===== config.mk =====
export PLATFORM = sky130hd
export DESIGN_NAME = ofdm_mapper
export DESIGN_NICKNAME = d
export VERILOG_FILES = /design/src/rtl/ofdm_mapper_pkg.sv /design/src/rtl/mapper_lut.sv /design/src/rtl/ofdm_mapper.sv
export SDC_FILE = /design/constraint.sdc
export NUM_CORES = 1
export LEC_CHECK = 0
export CAP_MARGIN = 20
export CORE_MARGIN = 3
export CORE_UTILIZATION = 60
export DETAILED_ROUTE_END_ITERATION = 8
export PLACE_DENSITY = 0.86
export SLEW_MARGIN = 20
export SYNTH_ARGS = -nofsm -noshare
export SYNTH_HDL_FRONTEND = slang
export SYNTH_HIERARCHICAL = 1
export SYNTH_SLANG_ARGS = --single-unit

===== constraint.sdc =====
create_clock -name aclk -period 3.9 [get_ports aclk]
set_input_delay 0.585 -clock aclk [delete_from_list [all_inputs] [get_ports aclk]]
set_output_delay 0.585 -clock aclk [all_outputs]
set_load 0.05 [all_outputs]

===== src/rtl/ofdm_mapper_pkg.sv =====
// ofdm_mapper_pkg: 802.11a rate codes, N_BPSC, constellation amplitudes,
// modulation classes and Gray PAM helpers shared by the mapper files.
`timescale 1ns/1ps
package ofdm_mapper_pkg;

    // 4-bit RATE field codes
    localparam logic [3:0] RATE_6M  = 4'b1101;
    localparam logic [3:0] RATE_9M  = 4'b1111;
    localparam logic [3:0] RATE_12M = 4'b0101;
    localparam logic [3:0] RATE_18M = 4'b0111;
    localparam logic [3:0] RATE_24M = 4'b1001;
    localparam logic [3:0] RATE_36M = 4'b1011;
    localparam logic [3:0] RATE_48M = 4'b0001;
    localparam logic [3:0] RATE_54M = 4'b0011;

    localparam logic [3:0] N_BPSC_BPSK  = 4'd1;
    localparam logic [3:0] N_BPSC_QPSK  = 4'd2;
    localparam logic [3:0] N_BPSC_QAM16 = 4'd4;
    localparam logic [3:0] N_BPSC_QAM64 = 4'd6;

    // Q2.14 amplitudes, 1.0 = 16384
    localparam logic signed [15:0] AMP_BPSK    = 16'sd16384;
    localparam logic signed [15:0] AMP_QPSK    = 16'sd11585;
    localparam logic signed [15:0] AMP_QAM16_1 = 16'sd5181;
    localparam logic signed [15:0] AMP_QAM16_3 = 16'sd15543;
    localparam logic signed [15:0] AMP_QAM64_1 = 16'sd2528;
    localparam logic signed [15:0] AMP_QAM64_3 = 16'sd7584;
    localparam logic signed [15:0] AMP_QAM64_5 = 16'sd12641;
    localparam logic signed [15:0] AMP_QAM64_7 = 16'sd17697;

    typedef enum logic [1:0] {
        CLS_BPSK,
        CLS_QPSK,
        CLS_QAM16,
        CLS_QAM64
    } mod_cls_e;

    typedef enum logic {
        AWAIT_SYMBOL,
        IN_SYMBOL
    } sym_state_e;

    // Unknown rate codes fall back to BPSK.
    function automatic mod_cls_e rate_cls(input logic [3:0] rate);
        case (rate)
            RATE_12M, RATE_18M: return CLS_QPSK;
            RATE_24M, RATE_36M: return CLS_QAM16;
            RATE_48M, RATE_54M: return CLS_QAM64;
            default:            return CLS_BPSK;
        endcase
    endfunction

    function automatic logic [3:0] cls_nbpsc(input mod_cls_e c);
        case (c)
            CLS_QPSK:  return N_BPSC_QPSK;
            CLS_QAM16: return N_BPSC_QAM16;
            CLS_QAM64: return N_BPSC_QAM64;
            default:   return N_BPSC_BPSK;
        endcase
    endfunction

    // Gray 4-PAM: s is the first bit (sign), m selects inner point.
    function automatic logic signed [15:0] pam4(input logic s,
                                                 input logic m);
        logic signed [15:0] a;
        a = m ? AMP_QAM16_1 : AMP_QAM16_3;
        return s ? a : -a;
    endfunction

    // Gray 8-PAM: s is the first bit (sign), {m1,m0} the magnitude code.
    function automatic logic signed [15:0] pam8(input logic s,
                                                 input logic m1,
                                                 input logic m0);
        logic signed [15:0] a;
        case ({m1, m0})
            2'b00:   a = AMP_QAM64_7;
            2'b01:   a = AMP_QAM64_5;
            2'b11:   a = AMP_QAM64_3;
            default: a = AMP_QAM64_1;
        endcase
        return s ? a : -a;
    endfunction

endpackage


===== src/rtl/mapper_lut.sv =====
// mapper_lut: combinational Gray constellation lookup, bits_i[0] first.
// Ports: cls_i modulation class, bits_i coded bits, i_o/q_o Q2.14 outputs.
`timescale 1ns/1ps
module mapper_lut
    import ofdm_mapper_pkg::*;
(
    input  mod_cls_e           cls_i,
    input  logic [5:0]         bits_i,
    output logic signed [15:0] i_o,
    output logic signed [15:0] q_o
);

    always_comb begin
        i_o = '0;
        q_o = '0;
        case (cls_i)
            CLS_QPSK: begin
                i_o = bits_i[0] ? AMP_QPSK : -AMP_QPSK;
                q_o = bits_i[1] ? AMP_QPSK : -AMP_QPSK;
            end
            CLS_QAM16: begin
                i_o = pam4(bits_i[0], bits_i[1]);
                q_o = pam4(bits_i[2], bits_i[3]);
            end
            CLS_QAM64: begin
                i_o = pam8(bits_i[0], bits_i[1], bits_i[2]);
                q_o = pam8(bits_i[3], bits_i[4], bits_i[5]);
            end
            default: begin
                i_o = bits_i[0] ? AMP_BPSK : -AMP_BPSK;
            end
        endcase
    end

endmodule


===== src/rtl/ofdm_mapper.sv =====
// ofdm_mapper: 802.11a constellation mapper, bytes in (LSB first) and one
// Q2.14 I/Q sample per data subcarrier out, 48 per OFDM symbol.
// Ports: aclk/aresetn (sync, active low); s_axis_* bytes + rate tag;
// m_axis_* {Q,I} samples + rate; m_axis_tlast only with MAPPER_TLAST_EN.
`timescale 1ns/1ps
module ofdm_mapper
    import ofdm_mapper_pkg::*;
#(
    parameter int DW = 16
) (
    input  logic            aclk,
    input  logic            aresetn,
    input  logic [7:0]      s_axis_tdata,
    input  logic [3:0]      s_axis_tuser,
    input  logic            s_axis_tvalid,
    output logic            s_axis_tready,
    output logic [2*DW-1:0] m_axis_tdata,
    output logic [3:0]      m_axis_tuser,
    output logic            m_axis_tvalid,
`ifdef MAPPER_TLAST_EN
    output logic            m_axis_tlast,
`endif
    input  logic            m_axis_tready
);

    logic [12:0]     buf_q, buf_d;
    logic [3:0]      cnt_q, cnt_d;
    logic [5:0]      sc_q, sc_d;
    logic [3:0]      rate_q, rate_d;
    logic [2*DW-1:0] tdata_q, tdata_d;
    logic [3:0]      tuser_q, tuser_d;
    logic            tvalid_q, tvalid_d;
`ifdef MAPPER_TLAST_EN
    logic            tlast_q, tlast_d;
`endif

    mod_cls_e           cls;
    logic [3:0]         nbpsc;
    logic               load;
    logic               prod;
    sym_state_e         st;
    logic signed [15:0] lut_i;
    logic signed [15:0] lut_q;

    assign cls   = rate_cls(rate_q);
    assign nbpsc = cls_nbpsc(cls);

    // Ready only while a full sample cannot be formed, so a load and an
    // extraction never share a cycle.
    assign s_axis_tready = (cnt_q < nbpsc);
    assign load = s_axis_tvalid & s_axis_tready;
    assign prod = (cnt_q >= nbpsc) & (~tvalid_q | m_axis_tready);

    // The buffer is empty at every symbol boundary, so this pair of
    // conditions identifies the first byte of a symbol.
    assign st = (sc_q == 6'd0 && cnt_q == 4'd0) ? AWAIT_SYMBOL
                                                : IN_SYMBOL;

    mapper_lut u_lut (
        .cls_i  (cls),
        .bits_i (buf_q[5:0]),
        .i_o    (lut_i),
        .q_o    (lut_q)
    );

    always_comb begin
        buf_d    = buf_q;
        cnt_d    = cnt_q;
        sc_d     = sc_q;
        rate_d   = rate_q;
        tdata_d  = tdata_q;
        tuser_d  = tuser_q;
        tvalid_d = tvalid_q;
`ifdef MAPPER_TLAST_EN
        tlast_d  = tlast_q;
`endif
        if (load) begin
            buf_d = buf_q | ({5'd0, s_axis_tdata} << cnt_q);
            cnt_d = cnt_q + 4'd8;
            if (st == AWAIT_SYMBOL) begin
                rate_d = s_axis_tuser;
            end
        end
        if (prod) begin
            buf_d    = buf_q >> nbpsc;
            cnt_d    = cnt_q - nbpsc;
            sc_d     = (sc_q == 6'd47) ? 6'd0 : sc_q + 6'd1;
            tdata_d  = {lut_q, lut_i};
            tuser_d  = rate_q;
            tvalid_d = 1'b1;
`ifdef MAPPER_TLAST_EN
            tlast_d  = (sc_q == 6'd47);
`endif
        end else if (m_axis_tready) begin
            tvalid_d = 1'b0;
        end
    end

    always_ff @(posedge aclk) begin
        if (!aresetn) begin
            buf_q    <= '0;
            cnt_q    <= '0;
            sc_q     <= '0;
            rate_q   <= '0;
            tdata_q  <= '0;
            tuser_q  <= '0;
            tvalid_q <= 1'b0;
`ifdef MAPPER_TLAST_EN
            tlast_q  <= 1'b0;
`endif
        end else begin
            buf_q    <= buf_d;
            cnt_q    <= cnt_d;
            sc_q     <= sc_d;
            rate_q   <= rate_d;
            tdata_q  <= tdata_d;
            tuser_q  <= tuser_d;
            tvalid_q <= tvalid_d;
`ifdef MAPPER_TLAST_EN
            tlast_q  <= tlast_d;
`endif
        end
    end

    assign m_axis_tdata  = tdata_q;
    assign m_axis_tuser  = tuser_q;
    assign m_axis_tvalid = tvalid_q;
`ifdef MAPPER_TLAST_EN
    assign m_axis_tlast  = tlast_q;
`endif

endmodule

**After elaboration in Yosys (flattened, before gate mapping)**

Index checks and enable logic that the tools add are counted.

- $add $sub $neg: 7
- $lt $le $gt $ge: 2
- Eq/ne operators: 14
- Shift operators: 2
- Mux-type cells: 24
- Bitwise gates (word level): 5
- Reductions and logical operators: 11

Operator list:

| cell | number |
|---|---|
| 2-to-1 mux 16 bit | 9 |
| one-hot mux 16 bit (3 select lines) | 2 |
| one-hot mux 15 bit (3 select lines) | 2 |
| negation 16 bit | 4 |
| 2-to-1 mux 14 bit | 2 |
| 2-to-1 mux 13 bit | 2 |
| OR 13 bit | 1 |
| << shifter 8 x 4 -> 13 bit | 1 |
| >> shifter 13 x 4 -> 13 bit | 1 |
| one-hot mux 3 bit (3 select lines) | 1 |
| == test 2 bit (second input constant) | 4 |
| == test 4 x 3 -> 1 bit (second input constant) | 2 |
| == test 4 bit (second input constant) | 2 |
| 2-to-1 mux 4 bit | 2 |
| adder 6 x 1 -> 6 bit (second input constant) | 1 |
| == test 2 x 1 -> 1 bit (second input constant) | 3 |
| == test 6 bit (second input constant) | 1 |
| logical NOT 6 bit | 1 |
| 2-to-1 mux 6 bit | 1 |
| one-hot mux 2 bit (3 select lines) | 1 |
| OR reduction 2 bit | 3 |
| adder 4 bit (second input constant) | 1 |
| == test 4 x 1 -> 1 bit (second input constant) | 1 |
| == test 4 x 2 -> 1 bit (second input constant) | 1 |
| other kinds (12) | 16 |

- Bits in registers: 64
- Bits of input ports: 16
- Output and inout bits: 38
- Word-level logic and storage cells: 72

**Logic depth before layout (Yosys ltp)**

Gate-level depths: netlist (run 1).

- Word-level depth: 9
- Depth in mapped cells: 12
- Gate-level depth less buffers: 9

**Hierarchy**

Netlist (run 1), hierarchy kept.

Modules (own cells, without submodules):

| module | instances | cells an instance | area each (um^2) | sequential area each (um^2) |
|---|---|---|---|---|
| ofdm_mapper | 1 | 385 | 3265.6 | 1281.2 |
| mapper_lut | 1 | 116 | 767.0 | 0.0 |

**Worst setup path after synthesis (run 1)**

OpenSTA, ideal clock, no wires.

- Path type: register to output
- Start: register rate_q[0]
- End: output port s_axis_tready
- Arrival: 2.024 ns
- Data required time: 3.315 ns
- Slack: 1.291 ns
- Cell stages (with the launch flop): 8
- Buffers on the path: 1
- Cells stage by stage: dfxtp_1 > a21boi_2 > clkinv_1 > ha_1 > fa_1 > nand2b_1 > buf_2 > and2_1

- Word-level cells in the longest chain between the ends: 6
- Elaborated cells between the ends (all ways): 15
- Classes of those cells: order compare (1); eq/ne (9); mux (2); reduce/logical (3)

RTL lines:

| item | RTL line | RTL |
|---|---|---|
| from (decl) | ofdm_mapper.sv:29 | `logic [3:0] rate_q, rate_d;` |
| from (signal assigned) | ofdm_mapper.sv:115 | `rate_q <= rate_d;` |
| == test 4 x 1 -> 1 bit (tied with other cells) | ofdm_mapper_pkg.sv:45 | `case (rate)` |
| OR reduction 2 bit | ofdm_mapper_pkg.sv:45 |  |
| one-hot mux 2 bit (3 select lines) * | ofdm_mapper_pkg.sv:45 |  |
| == test 2 bit or == test 2 x 1 -> 1 bit (tied branches) | ofdm_mapper_pkg.sv:54 | `case (c)` |
| one-hot mux 3 bit (3 select lines) * | ofdm_mapper_pkg.sv:54 |  |
| < comparator 4 bit * | ofdm_mapper.sv:50 | `assign s_axis_tready = (cnt_q < nbpsc);` |
| to (decl) | ofdm_mapper.sv:16 | `output logic s_axis_tready,` |

Mark *: on every way between the ends. The rest lies on a longest branch, timed or not.

**Worst setup path after layout (run 1)**

Ends and elaborated chain as after synthesis.

==> results of run 1 <==
## sequential cells by signal (all words and copies together), names as in the netlist
register,cells
sc_q,6
cnt_q,4
m_axis_tvalid,1
rate_q,4
m_axis_tdata,32
buf_q,13
m_axis_tuser,4
## cells by family after synthesis
| group | after synthesis |
|---|---|
| buffers and inverters | 56 |
| xor gates and xnor gates | 9 |
| adders and majority gates | 16 |
| AOI/OAI and AO/OA | 149 |
| muxes | 19 |
| and+or+nand+nor | 188 |
| DFF | 64 |
## metal layers
layer	up-vias	share of wire, %	track usage (%)
li1	1829	-	-
met1	1731	40	31.2
met2	147	50	44.3
met3	36	5.9	5.36
met4	0	3.8	13.7
met5	-	0	0
## metrics by stage
step	cells	setup WS, ns	power [mW]
after floorplan	501	1.29	2.29
after global placement	597	0.585	2.57
after detailed placement	597	0.477	2.61
after CTS	613	0.365	3.34
after global routing	613	0.115	3.56
final	613	0.332	3.34
## power by group through the flow
stage	combinational [mW]	clock [mW]	sequential (mW)
after floorplan	1.28	0	1.01
after detailed placement	1.61	0	0.994
after global routing	1.79	0.763	1.01
final	1.63	0.720	0.985
after global placement	1.58	0	0.987
after CTS	1.63	0.730	0.980
## cell type report
class	instances	share of cell area, %
inverters	16	1.27
clock buffers	10	2.90
well taps	77	2.03
repair buffers	59	12.4
clock inverters	6	2.43
multi-input cells	381	52.0
flip-flops and latches	64	27.0
## cells in the mapped netlist (all sizes together) (5+ instances only)
master,count
inv,15
nor3b,5
mux2i,12
nor2b,15
a21boi,44
ha,15
nand3,11
a221oi,5
nand2,102
nand2b,8
buf,30
o21bai,5
o21ai,28
dfxtp,64
xor2,5
and3,6
nor2,26
nor3,5
clkbuf,10
a21oi,14
mux2,6
o22ai,5
## worst max-delay path, cell delays in order (launching register included)
cell and delay (ns):
dfxtp_1 0.60, a21boi_2 0.31, clkinv_1 0.29, ha_1 0.32, fa_1 0.40, nand2b_1 0.30
and2_1 0.25, buf_12 0.16
## worst min path at each step
stage / start / endpoint
final: m_axis_tdata[9]$_SDFFE_PN0N_ / m_axis_tdata[9]$_SDFFE_PN0N_
after global routing: m_axis_tdata[9]$_SDFFE_PN0N_ / m_axis_tdata[9]$_SDFFE_PN0N_
after CTS: m_axis_tdata[9]$_SDFFE_PN0N_ / m_axis_tdata[9]$_SDFFE_PN0N_
after detailed placement: m_axis_tdata[9]$_SDFFE_PN0N_ / m_axis_tdata[9]$_SDFFE_PN0N_
after global placement: m_axis_tdata[25]$_SDFFE_PN0N_ / m_axis_tdata[25]$_SDFFE_PN0N_
after floorplan: rate_q[1]$_SDFFE_PN0P_ / m_axis_tuser[1]$_SDFFE_PN0N_
==> tab_implementation.tex, run 1 <==
\begin{tabular}{lr}
\hline
Metric & Value \\
\hline
\multicolumn{2}{l}{\textbf{Yosys}} \\
Proportion of netlist area held by the largest area contributor & 31.8\% \\
Flip-flop cell with the highest count after synthesis & dfxtp\_1 \\
Mux contribution to synthesized area & 5.21\% \\
Largest family of logic cells by synthesized area & compound AO/OA/AOI/OAI gates \\
Share of synthesized flip-flops with an asynchronous set or reset & 0\% \\
Post-synthesis cell type with the largest combined area & dfxtp\_1 \\
Netlist cell types & 66 \\
Netlist area before placement & 0.00403 mm\^{}2 \\
Synthesized area divided by synthesized cell count & 8.05 um\^{}2 \\
Post-Synth Simple-Gate Area & 21.8\% \\
Parity-gate share of the synthesized area counting xor and xnor cells & 1.95\% \\
Number of enable flip-flop cells after synthesis & 0 \\
Area contributors post-synth & dfxtp\_1 32\%, nand2\_1 9.5\%, a21boi\_1 5.4\% \\
Syn Nets & 533 \\
Post-synthesis cell count & 501 \\
Complex-gate fraction of the synthesized area & 27.0\% \\
Portion of the post-synthesis area used by sequential elements & 31.8\% \\
Area share of fa/ha/maj cells after synthesis & 5.15\% \\
Yosys Warn Count & 6 \\
Total of flip-flops plus latches after synthesis & 64 \\
\multicolumn{2}{l}{\textbf{Detailed routing}} \\
Antenna-violating nets left & 0 \\
Count of unresolved DRC violations after routing & 0 \\
Number of search-and-repair iterations in the first detailed-routing pass & 4 \\
Total routed wirelength & 9650 um \\
Number of violations reported at the end of detailed-routing iteration 0 & 168 \\
Vias per cell & 6.11 \\
WL per Instance & 15.7 um \\
Total via count in the routed design & 3,743 \\
\multicolumn{2}{l}{\textbf{Global route}} \\
Global-route wire length before repair & 16,000 um \\
Number of global-route vias before repair & 3,375 \\
Maximum number of pins on one net before global-route repair & 47 \\
Number of antenna violations at the first check in global routing & 0 \\
Final global-route overflow total & 0 \\
Overall global routing resource usage & 26.2\% \\
\multicolumn{2}{l}{\textbf{Timing}} \\
Total count of hold-check failures in the final report & 0 \\
Crit path time final & 3.57 ns \\
Slew Viols, Final & 0 \\
Skew final & 0.00956 ns \\
RSZ-0062 raised after global routing & no \\
Final critical-path share of the clock period & 91.5\% \\
Worst rel slew slack & 42.8\% \\
Worst hold slack after final layout & 0.452 ns \\
Setup TNS & 0 ns \\
Max Fclk & 0.280 GHz \\
Slew at the pin closest to its max-slew limit & 0.858 ns \\
Final setup violation count & 0 \\
\multicolumn{2}{l}{\textbf{Floorplanning}} \\
Number of rows created at floorplan & 29 \\
Die boundary height & 88.0 um \\
Initial standard-cell utilization of the core & 62.8\% \\
I/O pins & 54 \\
Die W & 88.0 um \\
Core box area & 0.00642 mm\^{}2 \\
Die area & 0.00774 mm\^{}2 \\
\multicolumn{2}{l}{\textbf{Critical path}} \\
Capturing element type of the critical path & output pin \\
Critical Path Start Type & flip-flop \\
Required time at the worst-slack endpoint & 3.31 ns \\
Cells on worst reg2reg path & 9 \\
Critical path type & flip-flop to output pin \\
Critical path endpoint & s\_axis\_tready \\
Data arrival time of the critical path & 2.98 ns \\
Timing startpoint of the critical path & rate\_q[0]\$\_SDFFE\_PN0P\_ \\
Reg-to-reg setup timing slack & 0.44 ns \\
Capturing point of the worst reg2reg path & cnt\_q[3]\$\_SDFFE\_PN0P\_ \\
Peak fanout along the critical path & 15 \\
R2r startpoint & rate\_q[0]\$\_SDFFE\_PN0P\_ \\
\multicolumn{2}{l}{\textbf{Hold path}} \\
WHS Path Cells & 2 \\
Type of the tightest min-delay check & flip-flop to flip-flop \\
\multicolumn{2}{l}{\textbf{Final layout}} \\
Final instance area & 0.00474 mm\^{}2 \\
Reg area & 0.00128 mm\^{}2 \\
Layout-stage area growth over the synthesis result & 17.6\% \\
Nets & 563 \\
Fillers & 492 \\
End-of-flow core utilization & 73.8\% \\
Layout cells sized above 1 & 7.28\% \\
Most common cell after layout, fill and taps aside & nand2\_1 \\
Area used by multi-input combinational logic & 0.00246 mm\^{}2 \\
Most frequent cells in the layout & 102 x nand2\_1, 64 x dfxtp\_1, 52 x clkdlybuf4s50\_1 \\
Antenna diodes & 0 \\
\multicolumn{2}{l}{\textbf{Power}} \\
Part of the total power dissipated in sequential elements & 29.5\% \\
Portion of total power attributed to combinational logic & 48.9\% \\
Internal cell power & 1.83 mW \\
Leakage power & 1.77 nW \\
Sw Pwr & 1.50 mW \\
Clock share of power & 21.6\% \\
Switching fraction of total power & 45.1\% \\
Total power density per cell area & 704 mW/mm\^{}2 \\
Peak VDD IR & 860 uV \\
\multicolumn{2}{l}{\textbf{CTS}} \\
CTS Buf Count & 9 \\
Clock latency reported for the late side of the worst-skew pair & 0.35 ns \\
Clock tree from TritonCTS & yes \\
Hold-fix buffers, CTS & 0 \\
Clock slew seen by the registers of the worst setup and hold paths & 0.07 ns \\
Clock tree root buffer cell & clkbuf\_8 \\
H-tree levels & 3 \\
Number of gates resized after CTS & 0 \\
Number of setup buffers added after CTS & 0 \\
Number of sinks handled by clock tree synthesis & 64 \\
Clock buffer depth & 2 \\
\multicolumn{2}{l}{\textbf{Place}} \\
Final Wtd Congestion & 0.922 \\
DP HPWL & 6620 um \\
Placed inst area & 0.00449 mm\^{}2 \\
IO buf count & 53 \\
\multicolumn{2}{l}{\textbf{Status}} \\
Status & completed \\
\multicolumn{2}{l}{\textbf{Flow run}} \\
Max capacitance violation total & 0 \\
\hline
\end{tabular}
Power figures use the tool's default switching activity.
==> inputs of run 2 (changes only) <==
--- a/config.mk
+++ b/config.mk
@@ -6,6 +6,7 @@
 export NUM_CORES = 1
 export LEC_CHECK = 0
 export CAP_MARGIN = 20
+export CORE_ASPECT_RATIO = 0.75
 export CORE_MARGIN = 3
 export CORE_UTILIZATION = 60
 export DETAILED_ROUTE_END_ITERATION = 8
==> run 2 against run 1 <==
Worst hold slack lost 0.00094 ns. Critical endpoint unchanged. Register-to-register slack gained 0.17 ns. Sequential cell count is the same.
==> tab_implementation.tex, run 2 (synthesis gave the netlist of run 1 again) <==
\begin{tabular}{lr}
\hline
Metric & Value \\
\hline
\multicolumn{2}{l}{\textbf{Status}} \\
Status & completed (unchanged) \\
\multicolumn{2}{l}{\textbf{Global route}} \\
Global-route wire length before repair & 17,300 um (was 16,000 um) \\
Overall global routing resource usage & 27.3\% (was 26.2\%) \\
Maximum number of pins on one net before global-route repair & 58 (was 47) \\
Number of antenna violations at the first check in global routing & 0 (unchanged) \\
Final global-route overflow total & 0 (unchanged) \\
Number of global-route vias before repair & 3,504 (was 3,375) \\
\multicolumn{2}{l}{\textbf{Power}} \\
Internal cell power & 1.71 mW (was 1.83 mW) \\
Peak VDD IR & 562 uV (was 860 uV) \\
Clock share of power & 17.3\% (was 21.6\%) \\
Total power density per cell area & 686 mW/mm\^{}2 (was 704 mW/mm\^{}2) \\
Sw Pwr & 1.51 mW (was 1.50 mW) \\
Portion of total power attributed to combinational logic & 52.1\% (was 48.9\%) \\
Overall power after layout & 3.22 mW (was 3.34 mW) \\
Leakage power & 1.75 nW (was 1.77 nW) \\
Part of the total power dissipated in sequential elements & 30.6\% (was 29.5\%) \\
Switching fraction of total power & 46.9\% (was 45.1\%) \\
\multicolumn{2}{l}{\textbf{Timing}} \\
RSZ-0062 raised after global routing & no (unchanged) \\
Final setup violation count & 0 (unchanged) \\
Final critical-path share of the clock period & 86.0\% (was 91.5\%) \\
Skew final & 0.00947 ns (was 0.00956 ns) \\
Total count of hold-check failures in the final report & 0 (unchanged) \\
Max Fclk & 0.298 GHz (was 0.280 GHz) \\
Setup TNS & 0 ns (unchanged) \\
Crit path time final & 3.35 ns (was 3.57 ns) \\
Slew Viols, Final & 0 (unchanged) \\
Slew at the pin closest to its max-slew limit & 1.12 ns (was 0.858 ns) \\
Worst rel slew slack & 25.2\% (was 42.8\%) \\
\multicolumn{2}{l}{\textbf{Critical path}} \\
Capturing element type of the critical path & output pin (unchanged) \\
Peak fanout along the critical path & 12 (was 15) \\
Cells on worst reg2reg path & 9 (unchanged) \\
Required time at the worst-slack endpoint & 3.31 ns (about the same) \\
Critical Path Start Type & flip-flop (unchanged) \\
R2r startpoint & rate\_q[3]\$\_SDFFE\_PN0P\_ (was rate\_q[0]\$\_SDFFE\_PN0P\_) \\
Critical path type & flip-flop to output pin (unchanged) \\
Data arrival time of the critical path & 2.77 ns (was 2.98 ns) \\
Reg-to-reg setup timing slack & 0.61 ns (was 0.44 ns) \\
Capturing point of the worst reg2reg path & cnt\_q[3]\$\_SDFFE\_PN0P\_ (unchanged) \\
\multicolumn{2}{l}{\textbf{Place}} \\
DP HPWL & 7070 um (was 6620 um) \\
Dpl cells & 601 (was 597) \\
Placed inst area & 0.00451 mm\^{}2 (was 0.00449 mm\^{}2) \\
Final Wtd Congestion & 0.911 (was 0.922) \\
IO buf count & 53 (unchanged) \\
\multicolumn{2}{l}{\textbf{Final layout}} \\
Antenna diodes & 0 (unchanged) \\
Layout-stage area growth over the synthesis result & 16.4\% (was 17.6\%) \\
End-of-flow core utilization & 73.2\% (was 73.8\%) \\
Most common cell after layout, fill and taps aside & nand2\_1 (unchanged) \\
Final instance area & 0.00469 mm\^{}2 (was 0.00474 mm\^{}2) \\
Fillers & 511 (was 492) \\
Nets & 563 (unchanged) \\
Non-filler cells, final & 616 (was 613) \\
Layout cells sized above 1 & 6.92\% (was 7.28\%) \\
Most frequent cells in the layout & 102 x nand2\_1, 64 x dfxtp\_1, 52 x clkdlybuf4s50\_1 (unchanged) \\
Number of flip-flops under the largest register name & 32 (unchanged) \\
\multicolumn{2}{l}{\textbf{Floorplanning}} \\
Die area & 0.00775 mm\^{}2 (was 0.00774 mm\^{}2) \\
Core box area & 0.00641 mm\^{}2 (was 0.00642 mm\^{}2) \\
I/O pins & 54 (unchanged) \\
Die W & 101 um (was 88.0 um) \\
Initial standard-cell utilization of the core & 62.9\% (was 62.8\%) \\
Die boundary height & 77 um (was 88.0 um) \\
Number of rows created at floorplan & 25 (was 29) \\
\multicolumn{2}{l}{\textbf{Hold path}} \\
HP Start & m\_axis\_tdata[23]\$\_SDFFE\_PN0N\_ (was m\_axis\_tdata[9]\$\_SDFFE\_PN0N\_) \\
Worst-case hold path end point & m\_axis\_tdata[23]\$\_SDFFE\_PN0N\_ (was m\_axis\_tdata[9]\$\_SDFFE\_PN0N\_) \\
Type of the tightest min-delay check & flip-flop to flip-flop (unchanged) \\
WHS Path Cells & 2 (unchanged) \\
\multicolumn{2}{l}{\textbf{CTS}} \\
H-tree levels & 3 (unchanged) \\
Clock tree from TritonCTS & yes (unchanged) \\
Clock latency reported for the late side of the worst-skew pair & 0.34 ns (was 0.35 ns) \\
Hold-fix buffers, CTS & 0 (unchanged) \\
Number of sinks handled by clock tree synthesis & 64 (unchanged) \\
Clock buffer depth & 2 (unchanged) \\
CTS Buf Count & 9 (unchanged) \\
Clock slew seen by the registers of the worst setup and hold paths & 0.07 ns (about the same) \\
Clock tree root buffer cell & clkbuf\_8 (unchanged) \\
Number of gates resized after CTS & 0 (unchanged) \\
Number of setup buffers added after CTS & 0 (unchanged) \\
\multicolumn{2}{l}{\textbf{Detailed routing}} \\
Number of violations reported at the end of detailed-routing iteration 0 & 308 (was 168) \\
Count of unresolved DRC violations after routing & 0 (unchanged) \\
Wl on met1 & 5040 um (was 3880 um) \\
Total via count in the routed design & 3,758 (was 3,743) \\
Number of search-and-repair iterations in the first detailed-routing pass & 5 (was 4) \\
WL per Instance & 16.5 um (was 15.7 um) \\
Met2 WL post-DR & 4190 um (was 4840 um) \\
Detail Route met3 WL & 888 um (was 567 um) \\
Total routed wirelength & 10,200 um (was 9650 um) \\
Antenna-violating nets left & 0 (unchanged) \\
Vias per cell & 6.10 (was 6.11) \\
Top layer reached by signal wires & met4 (unchanged) \\
\multicolumn{2}{l}{\textbf{Flow run}} \\
Max capacitance violation total & 0 (unchanged) \\
\hline
\end{tabular}
run 2: how the worst max path moves through the flow:
stage,depth (start not counted),to,slack [ns],from
floorplan,7,s_axis_tready,1.29,rate_q[0]$_SDFFE_PN0P_
global placement,9,cnt_q[3]$_SDFFE_PN0P_,0.77,rate_q[3]$_SDFFE_PN0P_
detailed placement,9,cnt_q[3]$_SDFFE_PN0P_,0.66,rate_q[3]$_SDFFE_PN0P_
CTS,7,s_axis_tready,0.56,rate_q[3]$_SDFFE_PN0P_
global route,9,cnt_q[3]$_SDFFE_PN0P_,0.32,rate_q[3]$_SDFFE_PN0P_
finish,7,s_axis_tready,0.55,rate_q[3]$_SDFFE_PN0P_
run 2: routing by layer:
| layer | GRT usage, % | vias up |
|---|---|---|
| met4 | 5.25 | 0 |
| met3 | 7.91 | 10 |
| li1 | - | 1814 |
| met1 | 41.1 | 1760 |
| met2 | 38.6 | 174 |
| met5 | 0 | - |
run 2: power by group through the flow:
stage	Combinational [mW]	Sequential, mW	Clock, mW
2_1_floorplan	1.28	1.01	0
3_3_place_gp	1.63	0.986	0
3_5_place_dp	1.65	0.991	0
4_1_cts	1.67	0.977	0.570
5_1_grt	1.85	1.00	0.600
6_report	1.68	0.984	0.558
run 2: per-stage QoR:
| step | worst slack (ns) | hold WS, ns |
|---|---|---|
| floorplan | 1.29 | 0.430 |
| global placement | 0.767 | 0.440 |
| detailed placement | 0.658 | 0.444 |
| CTS | 0.557 | 0.454 |
| global route | 0.321 | 0.473 |
| finish | 0.547 | 0.452 |
run 2: cell type report:
cell class                 instances  area, um^2  share of cell area, %
clock buffer                      11         141                   3.01
clock inverter                     4        45.0                  0.960
inverter                          16        60.1                   1.28
multi-input combinational        381        2460                   52.5
sequential                        64        1280                   27.3
tap                               81         101                   2.16
timing repair buffer              59         598                   12.7
run 2: critical path, cell delays in order (launching register included):
cell      delay (ns)
dfxtp_1         0.44
a21boi_2        0.27
clkinv_1        0.30
ha_1            0.33
fa_1            0.38
nand2b_1        0.29
and2_1          0.25
buf_12          0.16
